<file path="config.mk">
export PLATFORM = sky130hd
export DESIGN_NAME = regbus_arbiter_flat
export DESIGN_NICKNAME = d
export VERILOG_FILES = /design/src/rtl/regbus_arbiter_if.sv /design/src/rtl/regbus_arbiter.sv /design/src/flat_wrapper.sv
export SDC_FILE = /design/constraint.sdc
export NUM_CORES = 1
export LEC_CHECK = 0
export ABC_AREA = 1
export BUFFER_PORTS_ARGS = -buffer_cell sky130_fd_sc_hd__clkbuf_2
export CORE_AREA = 2 2 101 103
export CTS_CLUSTER_SIZE = 30
export DETAILED_ROUTE_END_ITERATION = 16
export DIE_AREA = 0 0 103 105
export PLACE_DENSITY_LB_ADDON = 0.15
export SLEW_MARGIN = 10
export SYNTH_ARGS = -nofsm -noshare
export SYNTH_HDL_FRONTEND = slang
export SYNTH_SLANG_ARGS = --single-unit
</file>
<file path="constraint.sdc">
create_clock -name clk -period 1.8 [get_ports clk]
set_clock_uncertainty 0.1 [all_clocks]
set_input_delay 0.09 -clock clk [delete_from_list [all_inputs] [get_ports clk]]
set_output_delay 0.09 -clock clk [all_outputs]
set_load 0.01 [all_outputs]
</file>
<file path="src/rtl/regbus_arbiter_if.sv">
// regbus_arbiter_if: requester-side and register-file-side signal bundle for regbus_arbiter
interface regbus_arbiter_if #(
    parameter int NUM_REQ = 2
);
    logic [NUM_REQ-1:0]    req;
    logic [NUM_REQ-1:0]    req_we;
    logic [NUM_REQ*16-1:0] req_addr;
    logic [NUM_REQ*32-1:0] req_wdata;
    logic [NUM_REQ*4-1:0]  req_be;
    logic [NUM_REQ-1:0]    ack;
    logic [31:0]           rsp_rdata;
    logic                  rsp_err;
    logic                  busy;
    logic                  wr_en;
    logic [3:0]            be;
    logic [15:0]           wr_addr;
    logic [31:0]           wdata;
    logic                  rd_en;
    logic [15:0]           rd_addr;
    logic [31:0]           rdata;
    logic                  rd_rdy;

    modport master (
        input  req, req_we, req_addr, req_wdata, req_be, rdata, rd_rdy,
        output ack, rsp_rdata, rsp_err, busy, wr_en, be, wr_addr, wdata, rd_en, rd_addr
    );

    modport slave (
        output req, req_we, req_addr, req_wdata, req_be, rdata, rd_rdy,
        input  ack, rsp_rdata, rsp_err, busy, wr_en, be, wr_addr, wdata, rd_en, rd_addr
    );
endinterface

</file>
<file path="src/rtl/regbus_arbiter.sv">
// regbus_arbiter: round-robin arbiter serialising requests onto one register-file port (optional read timeout via ARB_TIMEOUT_EN)
module regbus_arbiter #(
    parameter int NUM_REQ     = 2,
    parameter int TIMEOUT_CYC = 15
) (
    input logic clk,
    input logic rstb,
    regbus_arbiter_if.master bus
);
    localparam int IW = (NUM_REQ > 1) ? $clog2(NUM_REQ) : 1;

    typedef enum logic [1:0] {IDLE, CMD, RD_WAIT, DONE} state_t;

    state_t        state;
    logic [IW-1:0] ptr;
    logic [IW-1:0] w;
    logic          we;
    logic [IW-1:0] hi;
    logic [IW-1:0] lo;
    logic          hit_hi;
    logic          hit_lo;
    logic [IW-1:0] win;
    logic          sel_we;
    logic [15:0]   sel_addr;
    logic [31:0]   sel_wdata;
    logic [3:0]    sel_be;

`ifdef ARB_TIMEOUT_EN
    localparam int CW = (TIMEOUT_CYC < 16) ? 4 : $clog2(TIMEOUT_CYC + 1);
    logic [CW-1:0] cnt;
`else
    logic timeout_unused;
    assign timeout_unused = (TIMEOUT_CYC > 0);
`endif

    // winner is the lowest requester at or above ptr, else the lowest overall; then mux its fields
    always_comb begin
        hi        = '0;
        lo        = '0;
        hit_hi    = 1'b0;
        hit_lo    = 1'b0;
        sel_we    = 1'b0;
        sel_addr  = '0;
        sel_wdata = '0;
        sel_be    = '0;
        for (int i = NUM_REQ - 1; i >= 0; i--) begin
            if (bus.req[i]) begin
                lo     = IW'(i);
                hit_lo = 1'b1;
                if (IW'(i) >= ptr) begin
                    hi     = IW'(i);
                    hit_hi = 1'b1;
                end
            end
        end
        win = hit_hi ? hi : lo;
        for (int i = 0; i < NUM_REQ; i++) begin
            if (IW'(i) == win) begin
                sel_we    = bus.req_we[i];
                sel_addr  = bus.req_addr[16*i +: 16];
                sel_wdata = bus.req_wdata[32*i +: 32];
                sel_be    = bus.req_be[4*i +: 4];
            end
        end
    end

    // arbitration FSM; every bus output is registered and pulses default low each cycle
    always_ff @(posedge clk) begin
        if (!rstb) begin
            state         <= IDLE;
            ptr           <= '0;
            w             <= '0;
            we            <= 1'b0;
            bus.ack       <= '0;
            bus.rsp_rdata <= '0;
            bus.rsp_err   <= 1'b0;
            bus.busy      <= 1'b0;
            bus.wr_en     <= 1'b0;
            bus.be        <= '0;
            bus.wr_addr   <= '0;
            bus.wdata     <= '0;
            bus.rd_en     <= 1'b0;
            bus.rd_addr   <= '0;
`ifdef ARB_TIMEOUT_EN
            cnt           <= '0;
`endif
        end else begin
            bus.ack       <= '0;
            bus.rsp_rdata <= '0;
            bus.rsp_err   <= 1'b0;
            bus.wr_en     <= 1'b0;
            bus.rd_en     <= 1'b0;
            case (state)
                IDLE: begin
                    if (hit_lo) begin
                        w           <= win;
                        we          <= sel_we;
                        bus.wr_addr <= sel_addr;
                        bus.rd_addr <= sel_addr;
                        bus.wdata   <= sel_wdata;
                        bus.be      <= sel_be;
                        bus.wr_en   <= sel_we;
                        bus.rd_en   <= ~sel_we;
                        bus.busy    <= 1'b1;
                        state       <= CMD;
                    end
                end
                CMD: begin
                    if (we) begin
                        bus.ack <= NUM_REQ'(1) << w;
                        state   <= DONE;
                    end else begin
                        state   <= RD_WAIT;
                    end
`ifdef ARB_TIMEOUT_EN
                    cnt <= '0;
`endif
                end
                RD_WAIT: begin
                    if (bus.rd_rdy) begin
                        bus.rsp_rdata <= bus.rdata;
                        bus.ack       <= NUM_REQ'(1) << w;
                        state         <= DONE;
                    end
`ifdef ARB_TIMEOUT_EN
                    else if (cnt == CW'(TIMEOUT_CYC - 1)) begin
                        bus.rsp_rdata <= 32'hDEAD_BEEF;
                        bus.rsp_err   <= 1'b1;
                        bus.ack       <= NUM_REQ'(1) << w;
                        state         <= DONE;
                    end
                    cnt <= cnt + 1'b1;
`endif
                end
                DONE: begin
                    ptr      <= (w == IW'(NUM_REQ - 1)) ? '0 : w + 1'b1;
                    bus.busy <= 1'b0;
                    state    <= IDLE;
                end
            endcase
        end
    end
endmodule
</file>
<file path="src/flat_wrapper.sv">
// flat-port wrapper written by rule: the top's interface ports become plain ports
module regbus_arbiter_flat 
#(
    parameter int NUM_REQ     = 2,
    parameter int TIMEOUT_CYC = 15
)
  (clk, rstb, bus_req, bus_req_we, bus_req_addr, bus_req_wdata, bus_req_be, bus_rdata, bus_rd_rdy, bus_ack, bus_rsp_rdata, bus_rsp_err, bus_busy, bus_wr_en, bus_be, bus_wr_addr, bus_wdata, bus_rd_en, bus_rd_addr);
  regbus_arbiter_if #(.NUM_REQ(NUM_REQ)) bus_i ();
  input logic clk;
  input logic rstb;
  input wire logic [$bits(bus_i.req)-1:0] bus_req;
  input wire logic [$bits(bus_i.req_we)-1:0] bus_req_we;
  input wire logic [$bits(bus_i.req_addr)-1:0] bus_req_addr;
  input wire logic [$bits(bus_i.req_wdata)-1:0] bus_req_wdata;
  input wire logic [$bits(bus_i.req_be)-1:0] bus_req_be;
  input wire logic [$bits(bus_i.rdata)-1:0] bus_rdata;
  input wire logic [$bits(bus_i.rd_rdy)-1:0] bus_rd_rdy;
  output wire logic [$bits(bus_i.ack)-1:0] bus_ack;
  output wire logic [$bits(bus_i.rsp_rdata)-1:0] bus_rsp_rdata;
  output wire logic [$bits(bus_i.rsp_err)-1:0] bus_rsp_err;
  output wire logic [$bits(bus_i.busy)-1:0] bus_busy;
  output wire logic [$bits(bus_i.wr_en)-1:0] bus_wr_en;
  output wire logic [$bits(bus_i.be)-1:0] bus_be;
  output wire logic [$bits(bus_i.wr_addr)-1:0] bus_wr_addr;
  output wire logic [$bits(bus_i.wdata)-1:0] bus_wdata;
  output wire logic [$bits(bus_i.rd_en)-1:0] bus_rd_en;
  output wire logic [$bits(bus_i.rd_addr)-1:0] bus_rd_addr;
  assign bus_i.req = bus_req;
  assign bus_i.req_we = bus_req_we;
  assign bus_i.req_addr = bus_req_addr;
  assign bus_i.req_wdata = bus_req_wdata;
  assign bus_i.req_be = bus_req_be;
  assign bus_i.rdata = bus_rdata;
  assign bus_i.rd_rdy = bus_rd_rdy;
  assign bus_ack = bus_i.ack;
  assign bus_rsp_rdata = bus_i.rsp_rdata;
  assign bus_rsp_err = bus_i.rsp_err;
  assign bus_busy = bus_i.busy;
  assign bus_wr_en = bus_i.wr_en;
  assign bus_be = bus_i.be;
  assign bus_wr_addr = bus_i.wr_addr;
  assign bus_wdata = bus_i.wdata;
  assign bus_rd_en = bus_i.rd_en;
  assign bus_rd_addr = bus_i.rd_addr;
  regbus_arbiter #(.NUM_REQ(NUM_REQ), .TIMEOUT_CYC(TIMEOUT_CYC)) u_core (.clk(clk), .rstb(rstb), .bus(bus_i));
endmodule
</file>
==> flow_summary.ini, run 1 <==
[run_status]
status = finished, final reports clean

[grt]
grt_pass1_wl_um = 22360
grt_start_max_net_pins = 35
track_usage_pct = 25.89
gr-total-overflow = 0
antenna_found_initial = 0
grt_pass1_vias = 5090

[cells_and_area]
post-route-util_pct = 73.26
stdcell_count = 1128
syn2layout_area_growth_pct = 71.24
drive_gt1_share_pct = 28.44
final_nets = 1138
antennaDiodeCount = 0
nFillCells = 738
design_area_um2 = 7062

[floorplan]
rows = 36
fp.dieH_um = 105
fp.dieW_um = 103
io_pins = 249
dieArea_um2 = 10820
core-area_um2 = 9639
start_util_pct = 42.78

[placed_design]
place_inst = 969
dpl.hpwl_um = 8398
gp_congestion = 0.8271
pre_cts_slack_ps = 98.62
io_buffers = 247
placed_area_um2 = 5390

[synth]
yosysSeqAreaShare_pct = 45.63
ys.flop_type = dfxtp_1
synth_area_um2 = 4124
ys_async_sr_fraction_pct = 0
synth.avg_cell_area_um2 = 6.652
synth_edf_count = 0
synth.area.top_cells = dfxtp_1 46%, nand2_1 20%, inv_1 13%, nand3_1 6.8%, nor2_1 3.4%
synth_nets = 768
ys_seq_elements = 94
ys_types = 21
yosysTopAreaCellShare_pct = 45.63
postSynthCellCount = 620
synth.most_common_cell = nand2_1
yosys.area.top_type = dfxtp_1
yosys_warnings = 0
synth_common_cells = 225 x nand2_1, 145 x inv_1, 94 x dfxtp_1

[power]
power.density_nw_per_um2 = 987.2
intPower_w = 0.004496
pwr-share-seq_pct = 40.6
vdd_drop_max_mv = 0.5694
power_frac_clock_pct = 22.7
combPwrFrac_pct = 36.7
switching_share_pct = 35.52
leakage_nw = 4.243
power.switching_w = 0.002476

[worst_setup_path]
arrival_ps = 1870
required_ps = 1980
path_class = in2reg
worst_setup_path_start_kind = primary input
path_max_fanout = 3
endpoint_kind = flop

[timing]
layout_min_cycle_time_ps = 1689
tns_ps = 0
finalSetupViolations = 0
max_freq_mhz = 592.2
report.final.slew_viol_count = 0
rsz0062_at_grt = false
setup_slack_ps = 111.4
hold_violations = 0
finalCritPeriodShare_pct = 93.81

[route]
wl_met1_um = 5098
routed_wl_um = 14330
post_drt_wl_per_cell_um = 12.70
highest_layer = met4
vias = 5054
drc = 0
antenna_left = 0
dr_wl_met2_um = 7190
dr.pass1.iters = 4
wl_met3_um = 1310
viasPerCell = 4.480
drt-initial-drc-count = 182

[clocking]
cts_sinks = 94
clk_pin_slew_ps = 90
insertion_delay_ps = 360
cts_tree = yes
clockBufferDepth = 2
cts-buffers-inserted = 9
cts_setup_buffers = 0
htreeDepth = 3
cts_root_buffer = clkbuf_8

[run]
maxCapViolations = 0

[worst_hold_path]
hold_class = in2reg
## per-layer routing
metal	GRT usage, %	vias to the layer above
met2	45.73	273
met3	8.027	73
met1	25.76	2219
met4	15.79	0
li1	-	2489
met5	0	-
## logic make-up after synthesis
kind of cell	after synthesis	share of synthesized area [%]
AND/OR/NAND/NOR	323	31.64
flip-flops	94	45.63
buffers and inverters	189	20.08
AO/OA/AOI/OAI	8	1.032
adder cells (fa/ha/maj)	5	1.517
other	1	0.09093
## power by group through the flow
stage               Combinational [W]  Sequential [W]  Clock, W
global route                  0.00283         0.00289   0.00171
floorplan                     0.00123         0.00302         0
CTS                           0.00251         0.00283   0.00162
global placement              0.00222         0.00285         0
detailed placement            0.00226         0.00287         0
finish                        0.00256         0.00283   0.00158
## path summary, 6_finish.rpt
check / startpoint / endpoint / slack (ps) / cells after the start
max reg2reg: u_core.state[0] / u_core.bus.ack[1] / 120 / 7
min reg2reg: u_core.bus.wdata[2] / u_core.bus.wdata[2] / 350 / 2
min: bus_req[1] / u_core.bus.busy / 170 / 5
max: bus_req[0] / u_core.state[0] / 110 / 8
## through the flow
step / hold WS (ps) / power, W
5_1_grt: 203.5 / 0.007427
4_1_cts: 141.2 / 0.006961
6_report: 168.3 / 0.006972
3_3_place_gp: 187.1 / 0.005063
3_5_place_dp: 191.1 / 0.005133
2_1_floorplan: 102.2 / 0.004249
## timing repair
action,4_1_cts,5_1_grt
hold endpoints to repair,92,0
endpoints found under the setup margin,0,45
resized for setup,0,5
hold buffers,143,0
## worst max-delay path, stage by stage
cell and delay (ps):
dlygate4sd3_1 530, clkbuf_2 130, nor2_4 160, dlygate4sd3_1 570, nand2_1 70, nand2_1 90
nand2_1 50, a21oi_1 160
## placed cells by master, fill, tap and decap left out, types with 4 or more instances in the layout
cell and n:
clkbuf_2 247, nand2_1 225, inv_1 145, dlygate4sd3_1 143, dfxtp_1 92, nand3_1 56, nor2_1 37, clkbuf_8 10
buf_12 5, a21oi_1 4, ha_1 4, buf_4 4
## state kept, by name, summed over array words and instances, names as in the netlist
signal,cells
u_core.bus.rsp_rdata,32
u_core.state,2
u_core.ptr,1
u_core.bus.ack,2
u_core.bus.wdata,32
u_core.bus.wr_addr,16
u_core.bus.busy,1
u_core.bus.rd_en,1
u_core.w,1
u_core.bus.wr_en,1
u_core.we,1
u_core.bus.be,4
## layout make-up
cell class / count / area (um2) / share of cell area [%]
Clock buffer: 10 / 137.6 / 1.949
Inverter: 149 / 564.3 / 7.991
Multi-Input combinational cell: 337 / 1421 / 20.13
Tap cell: 133 / 166.4 / 2.356
Sequential cell: 94 / 1884 / 26.68
Clock inverter: 6 / 90.09 / 1.276
Timing Repair Buffer: 399 / 2798 / 39.62
No activity file was read; power rests on OpenSTA's default activity.
==> run 2: changes to the inputs <==
--- a/config.mk
+++ b/config.mk
@@ -7,11 +7,11 @@
 export LEC_CHECK = 0
 export ABC_AREA = 1
 export BUFFER_PORTS_ARGS = -buffer_cell sky130_fd_sc_hd__clkbuf_2
-export CORE_AREA = 2 2 101 103
+export CORE_AREA = 2 2 99 101
 export CTS_CLUSTER_SIZE = 30
 export DETAILED_ROUTE_END_ITERATION = 16
-export DIE_AREA = 0 0 103 105
-export PLACE_DENSITY_LB_ADDON = 0.15
+export DIE_AREA = 0 0 101 103
+export PLACE_DENSITY = 0.84
 export SLEW_MARGIN = 10
 export SYNTH_ARGS = -nofsm -noshare
 export SYNTH_HDL_FRONTEND = slang
==> constraint.sdc (replaced) <==
create_clock -name clk -period 2.1 [get_ports clk]
set_clock_uncertainty 0.1 [all_clocks]
set_input_delay 0.105 -clock clk [delete_from_list [all_inputs] [get_ports clk]]
set_output_delay 0.105 -clock clk [all_outputs]
set_load 0.01 [all_outputs]
==> flow_summary.ini, run 2 (same netlist as run 1, synthesis figures left out) <==
[grt]
grt_pass1_wl_um = 23830
gr-total-overflow = 0
use_met3_pct = 6.305
use_met1_pct = 30.50
antenna_found_initial = 0
grt_util_met2_pct = 54.82
grt_start_max_net_pins = 55
grt_pass1_vias = 5120
track_usage_pct = 29.28
grt_busiest_layer = met2

[clocking]
cts_tree = yes
cts_root_buffer = clkbuf_8
clk_pin_slew_ps = 100
insertion_delay_ps = 360
clockBufferDepth = 2
cts_sinks = 94
cts-buffers-inserted = 9
htreeDepth = 3

[placed_design]
place_inst = 949
dpl.hpwl_um = 8062
gp_congestion = 0.8399
io_buffers = 247

[cells_and_area]
antennaDiodeCount = 0
final_common_cell = clkbuf_2
layout_common_cells = 247 x clkbuf_2, 225 x nand2_1, 145 x inv_1
drive_gt1_share_pct = 28.04
final_nets = 1138
register_area_um2 = 1882
syn2layout_area_growth_pct = 68.81
stdcell_count = 1109
top_regs = u_core.bus.rsp_rdata x32, u_core.bus.wdata x32, u_core.bus.wr_addr x16
nFillCells = 638
multi_input_area_um2 = 1414

[worst_setup_path]
required_ps = 2240
worst_setup_path_start_kind = primary input
cpPeakStageDelay_ps = 570
path_cells = dlygate4sd3_1, clkbuf_2, nand2_1, nand2_2, inv_4, buf_12, nand2_1, nand2_1, dlygate4sd3_1, nor2_1
worst_path_most_repeated_cell = nand2_1
arrival_ps = 2080
endpoint_kind = flop
path_max_fanout = 23
cp_slowest_cell = dlygate4sd3_1
path_class = in2reg

[floorplan]
rows = 36
start_util_pct = 43.60
io_pins = 249
fp.dieW_um = 101
fp.dieH_um = 103
dieArea_um2 = 10400
core-area_um2 = 9459

[timing]
hold_violations = 0
finalCritPeriodShare_pct = 92.53
rsz0062_at_grt = false
max_freq_mhz = 514.6
tns_ps = 0
layout_min_cycle_time_ps = 1943
finalSetupViolations = 0
report.final.slew_viol_count = 0
worst_hold_slack_ps = 178.8

[route]
viasPerCell = 4.608
drt-initial-drc-count = 263
drc = 0
post_drt_wl_per_cell_um = 14.25
routed_wl_um = 15800
vias = 5110
dr.pass1.iters = 7
antenna_left = 0

[run_status]
status = finished, final reports clean

[run]
maxCapViolations = 0

[power]
vdd_drop_max_mv = 0.5224
leakage_nw = 4.207
power.density_nw_per_um2 = 828.5

[worst_hold_path]
hold_class = in2reg
-- run 2: changes by cell type in the layout (fill, tap and decap cells not counted), moves of 2 or more --
cell,change
buf_12,-3
inv_8,+3
bufinv_16,-2
clkinvlp_4,+2
dfxtp_1,+2
dfxtp_2,-2
inv_4,+2
inv_6,-2
-- run 2: area by class of cell --
| class | instances | share of cell area [%] |
|---|---|---|
| Clock buffer | 9 | 1.779 |
| Clock inverter | 7 | 0.9346 |
| Inverter | 149 | 8.106 |
| Multi-Input combinational cell | 337 | 20.31 |
| Sequential cell | 94 | 27.03 |
| Tap cell | 114 | 2.049 |
| Timing Repair Buffer | 399 | 39.79 |
-- run 2: metal layers --
layer,part of all wire (%),vias to the layer above
li1,-,2482
met1,37,2252
met2,51,313
met3,8.0,63
met4,3.5,0
met5,0,-
-- run 2: where the power goes --
part	internal [W]	total [W]	switching [W]	leakage, nW
sequential	0.00218	0.00244	0.000259	0.770
combinational	0.000907	0.00216	0.00125	3.35
clock	0.000457	0.00117	0.000712	0.0874
total	0.00354	0.00577	0.00223	4.21
-- run 2: repair_timing --
action	in CTS	in global routing
gates resized for setup	0	5
setup buffers	0	0
endpoints found under the hold margin	91	0
endpoints found under the setup margin	0	1
hold buffers	144	0
-- run 2: critical path, delay by kind of cell --
family                 cells  cell delay [ps]
AND/OR/NAND/NOR            5              400
buffers and inverters      5             1580
-- run 2: path summary, 6_finish.rpt --
check                      start                   to  slack, ps  depth (start not counted)
min                   bus_req[1]      u_core.bus.busy        180                          5
max reg2reg           u_core.ptr     u_core.bus.rd_en        190                          9
max                   bus_req[0]     u_core.bus.rd_en        160                         10
min reg2reg  u_core.bus.wdata[7]  u_core.bus.wdata[7]        360                          2
-- run 2: metrics by stage --
stage | cell area [um2] | power, W | util [%] | worst slack (ps)
2_1_floorplan | 4124 | 0.003642 | - | 667.3
3_3_place_gp | 5321 | 0.004283 | 56.26 | 444.3
3_5_place_dp | 5321 | 0.004330 | 56.26 | 395.0
4_1_cts | 6952 | 0.005704 | 73.49 | 53.58
5_1_grt | 6962 | 0.006123 | 73.60 | 19.04
6_report | 6962 | 0.005767 | 73.60 | 156.8
==> run 3: changes to the inputs <==
--- a/config.mk
+++ b/config.mk
@@ -8,6 +8,8 @@
 export ABC_AREA = 1
 export BUFFER_PORTS_ARGS = -buffer_cell sky130_fd_sc_hd__clkbuf_2
 export CORE_AREA = 2 2 99 101
+export CTS_BUF_LIST = sky130_fd_sc_hd__clkbuf_2
+export CTS_CLUSTER_DIAMETER = 30
 export CTS_CLUSTER_SIZE = 30
 export DETAILED_ROUTE_END_ITERATION = 16
 export DIE_AREA = 0 0 101 103
==> flow_summary.ini, run 3 (same netlist as run 1, synthesis figures left out) <==
[clocking]
clockBufferDepth = 2
cts_setup_buffers = 0
htreeDepth = 3
clk_pin_slew_ps = 300
insertion_delay_ps = 540
cts_sinks = 94
cts-buffers-inserted = 9
cts_root_buffer = clkbuf_2
cts_tree = yes

[floorplan]
io_pins = 249
start_util_pct = 43.60
fp.dieW_um = 101
dieArea_um2 = 10400
core-area_um2 = 9459
fp.dieH_um = 103
rows = 36

[worst_setup_path]
crit_family = buffers and inverters
rr_endpoint = u_core.bus.rsp_rdata[2]
required_ps = 2430
path_class = reg2reg
rrSetupSlack_ps = 80
crit_buf_inv = 3
arrival_ps = 2340
r2r-start = u_core.state[0]
worst_setup_path_start_kind = flop
cpPeakStageDelay_ps = 580
path_cells = inv_1, ha_1, nand3_1, buf_8, nor2_1, dlygate4sd3_1
cp_slowest_cell = dlygate4sd3_1
endpoint_kind = flop
path_max_fanout = 32
r2r_cells = 6

[timing]
tns_ps = 0
finalCritPeriodShare_pct = 96.07
layout_min_cycle_time_ps = 2018
rsz0062_at_grt = false
setup_slack_ps = 82.48
max_freq_mhz = 495.7
worst_hold_slack_ps = 269.2
finalSetupViolations = 0
hold_violations = 0
report.final.slew_viol_count = 0

[route]
post_drt_wl_per_cell_um = 15.42
dr.pass1.iters = 5
antenna_left = 0
drt-initial-drc-count = 323
vias = 5487
drc = 0
viasPerCell = 4.805
routed_wl_um = 17610

[run]
maxCapViolations = 0

[worst_hold_path]
holdPathEnd = u_core.bus.wr_addr[11]
hold-path-cell-count = 6
hold_class = in2reg
min_from = bus_req_addr[11]

[cells_and_area]
syn2layout_area_growth_pct = 75.39
drive_gt1_share_pct = 27.33
antennaDiodeCount = 0
nFillCells = 581
layout_common_cells = 256 x clkbuf_2, 225 x nand2_1, 177 x dlygate4sd3_1
top_regs = u_core.bus.rsp_rdata x32, u_core.bus.wdata x32, u_core.bus.wr_addr x16
final_common_cell = clkbuf_2
final_nets = 1171

[placed_design]
dpl.hpwl_um = 8062
pre_cts_slack_ps = 395.0
io_buffers = 247
gp_congestion = 0.8399

[power]
leakage_nw = 4.404
power.density_nw_per_um2 = 777.3
vdd_drop_max_mv = 0.6058

[grt]
use_met3_pct = 8.339
grt_util_met2_pct = 59.28
grt_pass1_vias = 5548
grt_busiest_layer = met2
use_met1_pct = 32.79
track_usage_pct = 32.68
antenna_found_initial = 0
gr-total-overflow = 0
grt_pass1_wl_um = 26320
grt_start_max_net_pins = 55

[run_status]
status = finished, final reports clean
-- run 3: cell types whose count changed in the layout (fill, tap and decap cells not counted), sizes merged --
cell and delta:
dlygate4sd3 +33
-- run 3: routing by layer --
layer | vias up | part of all wire (%)
met3 | 106 | 8.6
met4 | 0 | 6.1
met2 | 381 | 50
met1 | 2442 | 35
li1 | 2558 | -
met5 | - | 0
-- run 3: tightest hold or removal path: stages --
cell	delay (ps)
dlygate4sd3_1	520
clkbuf_2	90
inv_1	30
nand2_1	50
nand3_1	70
nand2_1	50
-- run 3: final cells by class --
class                      instances  area (um2)  share of cell area [%]
timing repair buffer             432        3113                   43.04
tap                              114       142.6                   1.972
clock inverter                     7       65.06                  0.8995
clock buffer                       9       45.04                  0.6227
multi-input combinational        337        1414                   19.55
inverter                         149       566.8                   7.836
sequential                        94        1887                   26.09
-- run 3: report_power, final --
group          leakage [nW]  switching (W)  internal [W]  total (W)
sequential            0.771       0.000274       0.00219    0.00246
combinational          3.57        0.00131      0.000968    0.00228
clock                0.0601       0.000700      0.000183   0.000883
-- run 3: worst max-delay path by stage --
stage                          from                      end  depth (start not counted)
finish              u_core.state[0]  u_core.bus.rsp_rdata[2]                          6
detailed placement  u_core.state[0]      u_core.bus.wdata[5]                          9
global placement    u_core.state[0]   u_core.bus.wr_addr[12]                          9
CTS                      u_core.ptr                u_core.we                          9
global route        u_core.state[0]    u_core.bus.wr_addr[5]                          9
floorplan           u_core.state[0]         u_core.bus.be[0]                          9
-- run 3: per-stage QoR --
step / instances / utilization, % / power [W] / instance area (um2)
after floorplan: 620 / - / 0.003642 / 4124
after global placement: 949 / 56.26 / 0.004283 / 5321
after detailed placement: 949 / 56.26 / 0.004330 / 5321
after CTS: 1142 / 76.15 / 0.005458 / 7203
after global routing: 1142 / 76.47 / 0.005947 / 7233
final: 1142 / 76.47 / 0.005622 / 7233
-- run 3: timing repair --
item / 4_1_cts / 5_1_grt
endpoints found under the hold margin: 94 / 0
setup endpoints to repair: 0 / 35
hold buffers: 177 / 0
gates resized for setup: 0 / 12
